==> src/rtl/regfile_write_ctrl_if.sv <==
// Writeback-to-register-file bus: two valid/ready requesters in, one registered
// write port plus init status out.
interface regfile_write_ctrl_if #(
  parameter int unsigned ADDR_W = 5,
  parameter int unsigned DATA_W = 32
);
  logic              a_valid;
  logic              a_ready;
  logic [ADDR_W-1:0] a_rd;
  logic [DATA_W-1:0] a_data;
  logic              b_valid;
  logic              b_ready;
  logic [ADDR_W-1:0] b_rd;
  logic [DATA_W-1:0] b_data;
  logic              reg_write;
  logic [ADDR_W-1:0] write_reg;
  logic [DATA_W-1:0] write_data;
  logic              init_done;

  // Requester / register-file side.
  modport master (
    output a_valid, a_rd, a_data, b_valid, b_rd, b_data,
    input  a_ready, b_ready, reg_write, write_reg, write_data, init_done
  );

  // Controller side.
  modport slave (
    input  a_valid, a_rd, a_data, b_valid, b_rd, b_data,
    output a_ready, b_ready, reg_write, write_reg, write_data, init_done
  );
endinterface

==> src/rtl/regfile_write_ctrl.sv <==
// Register-file write-port owner: zero-sweeps the array after reset, then
// round-robin arbitrates the ALU (A) and load unit (B) onto the single write port.
module regfile_write_ctrl #(
  parameter int unsigned NUM_REGS       = 32,
  parameter int unsigned ADDR_W         = 5,
  parameter int unsigned DATA_W         = 32,
  parameter bit          CLEAR_ON_RESET = 1'b1
) (
  input logic                clk,
  input logic                rst,
  regfile_write_ctrl_if.slave bus
);

  typedef enum logic [0:0] {StClear, StRun} state_e;

  localparam logic [ADDR_W-1:0] LastIdx = ADDR_W'(NUM_REGS - 1);

  state_e            state_q, state_d;
  logic [ADDR_W-1:0] cnt_q, cnt_d;
  logic              last_b_q, last_b_d;  // 1: B was granted most recently
  logic              reg_write_q, reg_write_d;
  logic [ADDR_W-1:0] write_reg_q, write_reg_d;
  logic [DATA_W-1:0] write_data_q, write_data_d;
  logic              init_done_q, init_done_d;
  logic              grant_a, grant_b;

  // Round-robin grant; only live once the sweep has completed.
  always_comb begin
    grant_a = 1'b0;
    grant_b = 1'b0;
    if (state_q == StRun && init_done_q) begin
      grant_a = bus.a_valid && (!bus.b_valid || last_b_q);
      grant_b = bus.b_valid && (!bus.a_valid || !last_b_q);
    end
  end

  assign bus.a_ready    = grant_a;
  assign bus.b_ready    = grant_b;
  assign bus.reg_write  = reg_write_q;
  assign bus.write_reg  = write_reg_q;
  assign bus.write_data = write_data_q;
  assign bus.init_done  = init_done_q;

  // Next-state: clear sweep, then registered issue of the granted write.
  always_comb begin
    state_d      = state_q;
    cnt_d        = cnt_q;
    last_b_d     = last_b_q;
    reg_write_d  = 1'b0;
    write_reg_d  = write_reg_q;
    write_data_d = write_data_q;
    init_done_d  = init_done_q;
    unique case (state_q)
      StClear: begin
        init_done_d  = 1'b0;
        reg_write_d  = 1'b1;
        write_reg_d  = cnt_q;
        write_data_d = '0;
        cnt_d        = cnt_q + 1'b1;
        if (cnt_q == LastIdx) begin
          state_d = StRun;
          cnt_d   = '0;
        end
      end
      StRun: begin
        init_done_d = 1'b1;
        if (grant_a) begin
          last_b_d = 1'b0;
          // x0 writes are consumed but never reach the array.
          if (bus.a_rd != '0) begin
            reg_write_d  = 1'b1;
            write_reg_d  = bus.a_rd;
            write_data_d = bus.a_data;
          end
        end else if (grant_b) begin
          last_b_d = 1'b1;
          if (bus.b_rd != '0) begin
            reg_write_d  = 1'b1;
            write_reg_d  = bus.b_rd;
            write_data_d = bus.b_data;
          end
        end
      end
      default: begin
        state_d     = StClear;
        cnt_d       = '0;
        init_done_d = 1'b0;
      end
    endcase
  end

  // State and output registers with synchronous reset.
  always_ff @(posedge clk) begin
    if (rst) begin
      state_q      <= CLEAR_ON_RESET ? StClear : StRun;
      cnt_q        <= '0;
      last_b_q     <= 1'b1;
      reg_write_q  <= 1'b0;
      write_reg_q  <= '0;
      write_data_q <= '0;
      init_done_q  <= 1'b0;
    end else begin
      state_q      <= state_d;
      cnt_q        <= cnt_d;
      last_b_q     <= last_b_d;
      reg_write_q  <= reg_write_d;
      write_reg_q  <= write_reg_d;
      write_data_q <= write_data_d;
      init_done_q  <= init_done_d;
    end
  end

endmodule
==> src/flat_wrapper.sv <==
// flat-port wrapper written by rule: the top's interface ports become plain ports
module regfile_write_ctrl_flat 
#(
  parameter int unsigned NUM_REGS       = 32,
  parameter int unsigned ADDR_W         = 5,
  parameter int unsigned DATA_W         = 32,
  parameter bit          CLEAR_ON_RESET = 1'b1
)
  (clk, rst, bus_a_valid, bus_a_rd, bus_a_data, bus_b_valid, bus_b_rd, bus_b_data, bus_a_ready, bus_b_ready, bus_reg_write, bus_write_reg, bus_write_data, bus_init_done);
  regfile_write_ctrl_if #(.ADDR_W(ADDR_W), .DATA_W(DATA_W)) bus_i ();
  input logic clk;
  input logic rst;
  input wire logic [$bits(bus_i.a_valid)-1:0] bus_a_valid;
  input wire logic [$bits(bus_i.a_rd)-1:0] bus_a_rd;
  input wire logic [$bits(bus_i.a_data)-1:0] bus_a_data;
  input wire logic [$bits(bus_i.b_valid)-1:0] bus_b_valid;
  input wire logic [$bits(bus_i.b_rd)-1:0] bus_b_rd;
  input wire logic [$bits(bus_i.b_data)-1:0] bus_b_data;
  output wire logic [$bits(bus_i.a_ready)-1:0] bus_a_ready;
  output wire logic [$bits(bus_i.b_ready)-1:0] bus_b_ready;
  output wire logic [$bits(bus_i.reg_write)-1:0] bus_reg_write;
  output wire logic [$bits(bus_i.write_reg)-1:0] bus_write_reg;
  output wire logic [$bits(bus_i.write_data)-1:0] bus_write_data;
  output wire logic [$bits(bus_i.init_done)-1:0] bus_init_done;
  assign bus_i.a_valid = bus_a_valid;
  assign bus_i.a_rd = bus_a_rd;
  assign bus_i.a_data = bus_a_data;
  assign bus_i.b_valid = bus_b_valid;
  assign bus_i.b_rd = bus_b_rd;
  assign bus_i.b_data = bus_b_data;
  assign bus_a_ready = bus_i.a_ready;
  assign bus_b_ready = bus_i.b_ready;
  assign bus_reg_write = bus_i.reg_write;
  assign bus_write_reg = bus_i.write_reg;
  assign bus_write_data = bus_i.write_data;
  assign bus_init_done = bus_i.init_done;
  regfile_write_ctrl #(.NUM_REGS(NUM_REGS), .ADDR_W(ADDR_W), .DATA_W(DATA_W), .CLEAR_ON_RESET(CLEAR_ON_RESET)) u_core (.clk(clk), .rst(rst), .bus(bus_i));
endmodule
==> config.mk <==
export PLATFORM = sky130hd
export DESIGN_NAME = regfile_write_ctrl_flat
export DESIGN_NICKNAME = d
export VERILOG_FILES = /design/src/rtl/regfile_write_ctrl_if.sv /design/src/rtl/regfile_write_ctrl.sv /design/src/flat_wrapper.sv
export SDC_FILE = /design/constraint.sdc
export NUM_CORES = 1
export LEC_CHECK = 0
export BUFFER_PORTS_ARGS = -buffer_cell sky130_fd_sc_hd__buf_2
export CORE_MARGIN = 2
export CORE_UTILIZATION = 35
export DETAILED_ROUTE_END_ITERATION = 12
export SLEW_MARGIN = 0
export SYNTH_ARGS = -nofsm -noshare
export SYNTH_HDL_FRONTEND = slang
export SYNTH_SLANG_ARGS = --single-unit
==> constraint.sdc <==
create_clock -name clk -period 3.6 [get_ports clk]
set_input_delay 0.18 -clock clk [delete_from_list [all_inputs] [get_ports clk]]
set_output_delay 0.18 -clock clk [all_outputs]
set_load 0.05 [all_outputs]
==> metrics, run 1 <==
critical path endpoint category register; Hold Crit Depth 3; status complete, no violations; final setup margin 1.34 ns; clk_skew 0.00175 ns; Final Setup Violations 0; dpl cells 442; ratio of cells with drive above 1 in the final layout 0.460; Required @ worst endpoint 3.81 ns; Initial Util 0.364; ranking of synthesized cells by area dfxtp_1, a311oi_2, nand2_1; n_diodes 0; drt wl/cell 13.4 um; pin count of the biggest net entering global routing 30; core area 6390 um2; residual DRC count 0; Leakage 1.30 nW; clk_lat worst skew 0.29 ns; CTS buffer count 5; number of synthesized flops with an enable pin 0; Layout Cells excl Fill 449; Hold Path Class in -> reg; post-route ant nets 0; Post-Syn Area 2320 um2; RSZ-0062 raised after global routing false; Rows 29; antenna violations before repair 0; Placer Congestion 0.806; H-tree Lvls 2; fraction of the cycle the final worst path needs 0.628; clk sink count 46; total negative slack 0 ns; gr usage total 0.167; DP HPWL 4510 um; final core utilization 0.476; critical path arrival 2.47 ns; post-place setup slack 1.33 ns; vias after detailed routing 2262; vias per cell 5.04; FMAX 0.442 GHz; Period minus WS final 2.26 ns; PnR Total Power 0.000901 W; vias in the first global route 2184; I/O Buffers 118; Post-Synthesis Cells 263; first-pass GRT wire length 9890 um; relative slew slack 0.467; height of the die 85.5 um; Final Hold Vio Count 0; first-pass iteration count of the detailed router 4; TritonCTS clock tree built; crit path launch type register; clk slew on worst S/H paths 0.08 ns; root buf cell clkbuf_8; PwrDens 296 nW/um2; Resized cells post-CTS 0; Synth top area share 0.396; post-synthesis sequential area ratio 0.396; Max Cap Viol 0; crit-path max FO 25; Post-Syn Nets 343; Max Root-Sink Buffers 2; die width 85.5 um; hold_buf cts 0; min-delay src bus_a_data[24]; FFs w/ async S/R, synth 0; #FFs+latches synth 46; Syn. warnings 0; count of pins over their slew limit 0; # IOs 119; Worst R2R Setup Slack 1.34 ns; Setup Buffers After CTS 0; post-synth cell types 31; final wirelength 6030 um; average size of a mapped cell 8.84 um2; Area growth syn-to-layout 30.9%; area leader, netlist dfxtp_1; Final #Nets 452; Hold Crit Endpoint u_core.bus.write_data[24]; Crit Path Category reg -> reg; Die Area 7310 um2; Overflow after GRT 0; DRT iter0 DRCs 50; Reg2Reg Depth 5; Reg-to-Reg Start u_core.bus.init_done; max reg flops 32; ys flop type dfxtp_1; VDD IR max 0.162 mV; Worst Tran Pin Value 0.800 ns; worst flop-to-flop path endpoint u_core.bus.write_data[31]
## cell usage in the layout (no fill, tap or decap), drive strengths merged, types with 2 or more instances in the layout
cell type and instances:
inv 6, nor2 40, ha 2, mux2 5
or4 2, nand2 70, a311o 4, nand4 2
o21ai 3, a31oi 2, a311oi 32, clkbuf 7
buf 125, dfxtp 46, nor3b 4, nor3 6
a21oi 4
## metrics by stage
| stage | area, um2 | hold WS, ns |
|---|---|---|
| 6_report | 3040 | 0.162 |
| 5_1_grt | 3040 | 0.160 |
| 4_1_cts | 3040 | 0.156 |
| 3_5_place_dp | 2970 | 0.476 |
| 3_3_place_gp | 2970 | 0.473 |
| 2_1_floorplan | 2320 | 0.365 |
## logic make-up (layout without fill, tap and decap cells)
group	count (synthesis)	in the layout	share of synthesized area
AND/OR/NAND/NOR	130	130	0.231
AO/OA/AOI/OAI	50	50	0.267
flip-flops	46	46	0.396
buffers and inverters	29	138	0.0662
multiplexers	6	6	0.0285
adder cells (fa/ha/maj)	2	2	0.0108
## critical path: stages, from the launching register on
cell and delay (ns):
dfxtp_1 0.44, o2111ai_4 0.37, o22ai_4 0.71, buf_4 0.34, nor2_1 0.08, a311oi_2 0.23
## area by class of cell
cell class                 instances  area [um2]
tap                               77        96.3
multi-input combinational        188        1270
clock buffer                       7        76.3
sequential                        46         921
timing repair buffer             125         656
fill                             649        3340
inverter                           6        22.5
## cell usage after synthesis, drive strengths merged, types with 3 or more instances
cell type and count:
a21oi 4, a311o 4, a311oi 32, buf 10
clkbuf 13, dfxtp 46, inv 6, mux2 5
nand2 70, nor2 40, nor3 6, nor3b 4
o21ai 3
## routing by layer
| layer | routed length [um] | GRT usage |
|---|---|---|
| met4 | 78 | 0.0476 |
| met2 | 2930 | 0.277 |
| met3 | 451 | 0.0491 |
| met1 | 2570 | 0.211 |
| met5 | 0 | 0 |
## worst max path at each step
| stage | endpoint | cells past startpoint | from |
|---|---|---|---|
| global route | u_core.bus.write_data[27] | 5 | u_core.bus.init_done |
| CTS | u_core.bus.write_data[7] | 5 | u_core.bus.init_done |
| finish | u_core.bus.write_data[31] | 5 | u_core.bus.init_done |
| floorplan | u_core.bus.write_data[10] | 5 | u_core.bus.init_done |
| global placement | u_core.bus.write_data[7] | 5 | u_core.last_b_q |
| detailed placement | u_core.bus.write_data[7] | 5 | u_core.bus.init_done |
## power breakdown
group | leakage (nW) | internal, W | total [W] | switching (W)
Combinational | 0.890 | 0.0000442 | 0.0000856 | 0.0000414
Sequential | 0.372 | 0.000514 | 0.000518 | 0.00000490
Clock | 0.0383 | 0.000134 | 0.000297 | 0.000163
Total | 1.30 | 0.000692 | 0.000901 | 0.000209
Power figures use the tool's default switching activity.
==> inputs of run 2 (changes only) <==
- ABC_AREA: unset -> 1
- clock period: 3.6 -> 2.15 ns (I/O delays scaled with it)
==> run 2 against run 1 <==
Compared with the run above:
- critical path depth grew 2
- die area grew 20%
- routed wire length grew 22%
- sequential power grew 67%
- maximum frequency grew 28%
- worst hold slack lost 0.14 ns
- core utilization shrank 2.4 points
- critical endpoint is now u_core.bus.write_data[9]
==> metrics, run 2 <==
TritonCTS clock tree built; vias after detailed routing 3009; die width 93.5 um; switch share 0.264; number of synthesized flops with an enable pin 0; PwrDens 459 nW/um2; final wirelength 7340 um; Overflow after GRT 0; combinational share of power 0.113; ratio of cells with drive above 1 in the final layout 0.242; Resized cells post-CTS 0; Sequential Power Share 0.540; Reg-to-Reg Start u_core.last_b_q; antenna violations before repair 0; Reg2Reg Depth 7; DP HPWL 5420 um; Required @ worst endpoint 2.35 ns; Final #Nets 671; Final Setup Violations 0; Syn. warnings 0; FMAX 0.566 GHz; first-pass iteration count of the detailed router 4; I/O Buffers 118; relative slew slack 0.570; clk_skew 0.00735 ns; post-synthesis sequential area ratio 0.328; critical path arrival 1.97 ns; Post-Synthesis Cells 484; RSZ-0062 raised after global routing false; drt wl/cell 10.6 um; Rows 32; worst flop-to-flop path endpoint u_core.bus.write_data[9]; H-tree Lvls 2; commonest non-fill, non-tap cells in the layout nand2_1, buf_2, inv_1, nor2_1, dfxtp_1; CTS buffer count 5; Final Hold Vio Count 0; crit path launch type register; pin count of the biggest net entering global routing 60; ranking of synthesized cells by area dfxtp_1, nand2_1, inv_1; met2 capacity usage during global routing 0.300; vias in the first global route 2802; Die Area 8750 um2; Worst Tran Pin Value 0.644 ns; Leakage 2.27 nW; # IOs 119; critical path endpoint category register; Pint 0.00118 W; CP Capture Point u_core.bus.write_data[9]; #FFs+latches synth 46; average size of a mapped cell 5.80 um2; Placer Congestion 0.821; Hold Path Class in -> reg; core area 7730 um2; fillers 862; most instantiated library cell after synthesis nand2_1; max reg flops 32; gr usage total 0.173; clk_lat worst skew 0.31 ns; clk sink count 46; total negative slack 0 ns; post-route ant nets 0; first-pass GRT wire length 12300 um; Critical Path Start u_core.last_b_q; hold_buf cts 0; most common cell after layout, fill and taps aside nand2_1; Crit Path Category reg -> reg; Worst R2R Setup Slack 0.38 ns; area leader, netlist dfxtp_1; vias per cell 4.34; Synth top area share 0.328; Synth top cells by count nand2_1, inv_1, nor2_1, dfxtp_1, nand3_1; clk slew on worst S/H paths 0.09 ns; FFs w/ async S/R, synth 0; post-synth cell types 22; Period minus WS final 1.77 ns; NetSw 0.000423 W; n_diodes 0; count of pins over their slew limit 0; Clk pwr share 0.347; Post-Syn Area 2810 um2; height of the die 93.5 um; met3 Usage GRT 0.0363; ys flop type dfxtp_1; Initial Util 0.363; crit-path max FO 59; Post-Syn Nets 564; VDD IR max 0.188 mV; Max Root-Sink Buffers 2; Max Cap Viol 0; met1 Usage GRT 0.214; residual DRC count 0; Setup Buffers After CTS 0; root buf cell clkbuf_8; status complete, no violations; fraction of the cycle the final worst path needs 0.822; PnR Total Power 0.00161 W; Area growth syn-to-layout 24.7%; global route hottest layer met2; DRT iter0 DRCs 126
[run 2: changes by cell type in the layout (fill, tap and decap cells not counted), moves of 9 or more]
cell      previous run  this run
a311oi_2            32         0
inv_1                6       102
nand2_1             70       159
nand3_1              1        44
nand4_1              2        11
nor2_1              40        76
[run 2: critical path, cell delays in order, from the launching register on]
cell,delay (ns)
dfxtp_1,0.33
nor2_1,0.13
nor2_2,0.06
nand2_1,0.13
nand3_4,0.48
buf_4,0.36
nor2_1,0.08
nor2_1,0.06
[run 2: area by class of cell]
class | count | area, um2 | area share
Inverter | 103 | 387 | 0.111
Sequential cell | 46 | 922 | 0.264
Clock inverter | 3 | 25.0 | 0.00716
Tap cell | 102 | 128 | 0.0365
Timing Repair Buffer | 126 | 651 | 0.186
Clock buffer | 5 | 68.8 | 0.0197
Multi-Input combinational cell | 309 | 1320 | 0.376
[run 2: power by group through the flow]
stage	registers (W)	clock network, W	logic [W]
3_3_place_gp	0.000887	0	0.000179
3_5_place_dp	0.000887	0	0.000181
5_1_grt	0.000869	0.000606	0.000209
4_1_cts	0.000867	0.000577	0.000183
2_1_floorplan	0.000901	0	0.0000764
6_report	0.000867	0.000557	0.000181
[run 2: through the flow]
step | worst slack [ns] | hold slack, ns | instances | instance area [um2] | utilization
global route | 0.197 | 0.0158 | 694 | 3500 | 0.453
detailed placement | 0.408 | 0.344 | 686 | 3400 | 0.440
finish | 0.383 | 0.0254 | 694 | 3500 | 0.453
floorplan | 0.147 | 0.177 | 484 | 2810 | -
CTS | 0.386 | 0.0173 | 694 | 3500 | 0.453
global placement | 0.453 | 0.356 | 686 | 3400 | 0.440
[run 2: cells by family (layout without fill, tap and decap cells)]
logic type,after synthesis,count (layout),share of synthesized area
XOR/XNOR,1,1,0.00312
AND/OR/NAND/NOR,299,299,0.445
flip-flops,46,46,0.328
adder cells (fa/ha/maj),2,2,0.00892
AO/OA/AOI/OAI,7,7,0.0125
buffers and inverters,129,237,0.202
[run 2: routing by layer]
layer,part of all wire,vias up
li1,-,1624
met4,0.016,0
met2,0.46,89
met1,0.46,1284
met5,0,-
met3,0.063,12
[run 2: worst min path at each step]
stage | start | endpoint | slack, ns | cells after the start
2_1_floorplan | rst | u_core.state_q | 0.18 | 1
3_3_place_gp | rst | u_core.state_q | 0.36 | 2
3_5_place_dp | rst | u_core.state_q | 0.34 | 2
4_1_cts | rst | u_core.state_q | 0.02 | 2
5_1_grt | rst | u_core.state_q | 0.02 | 2
6_report | rst | u_core.state_q | 0.03 | 2
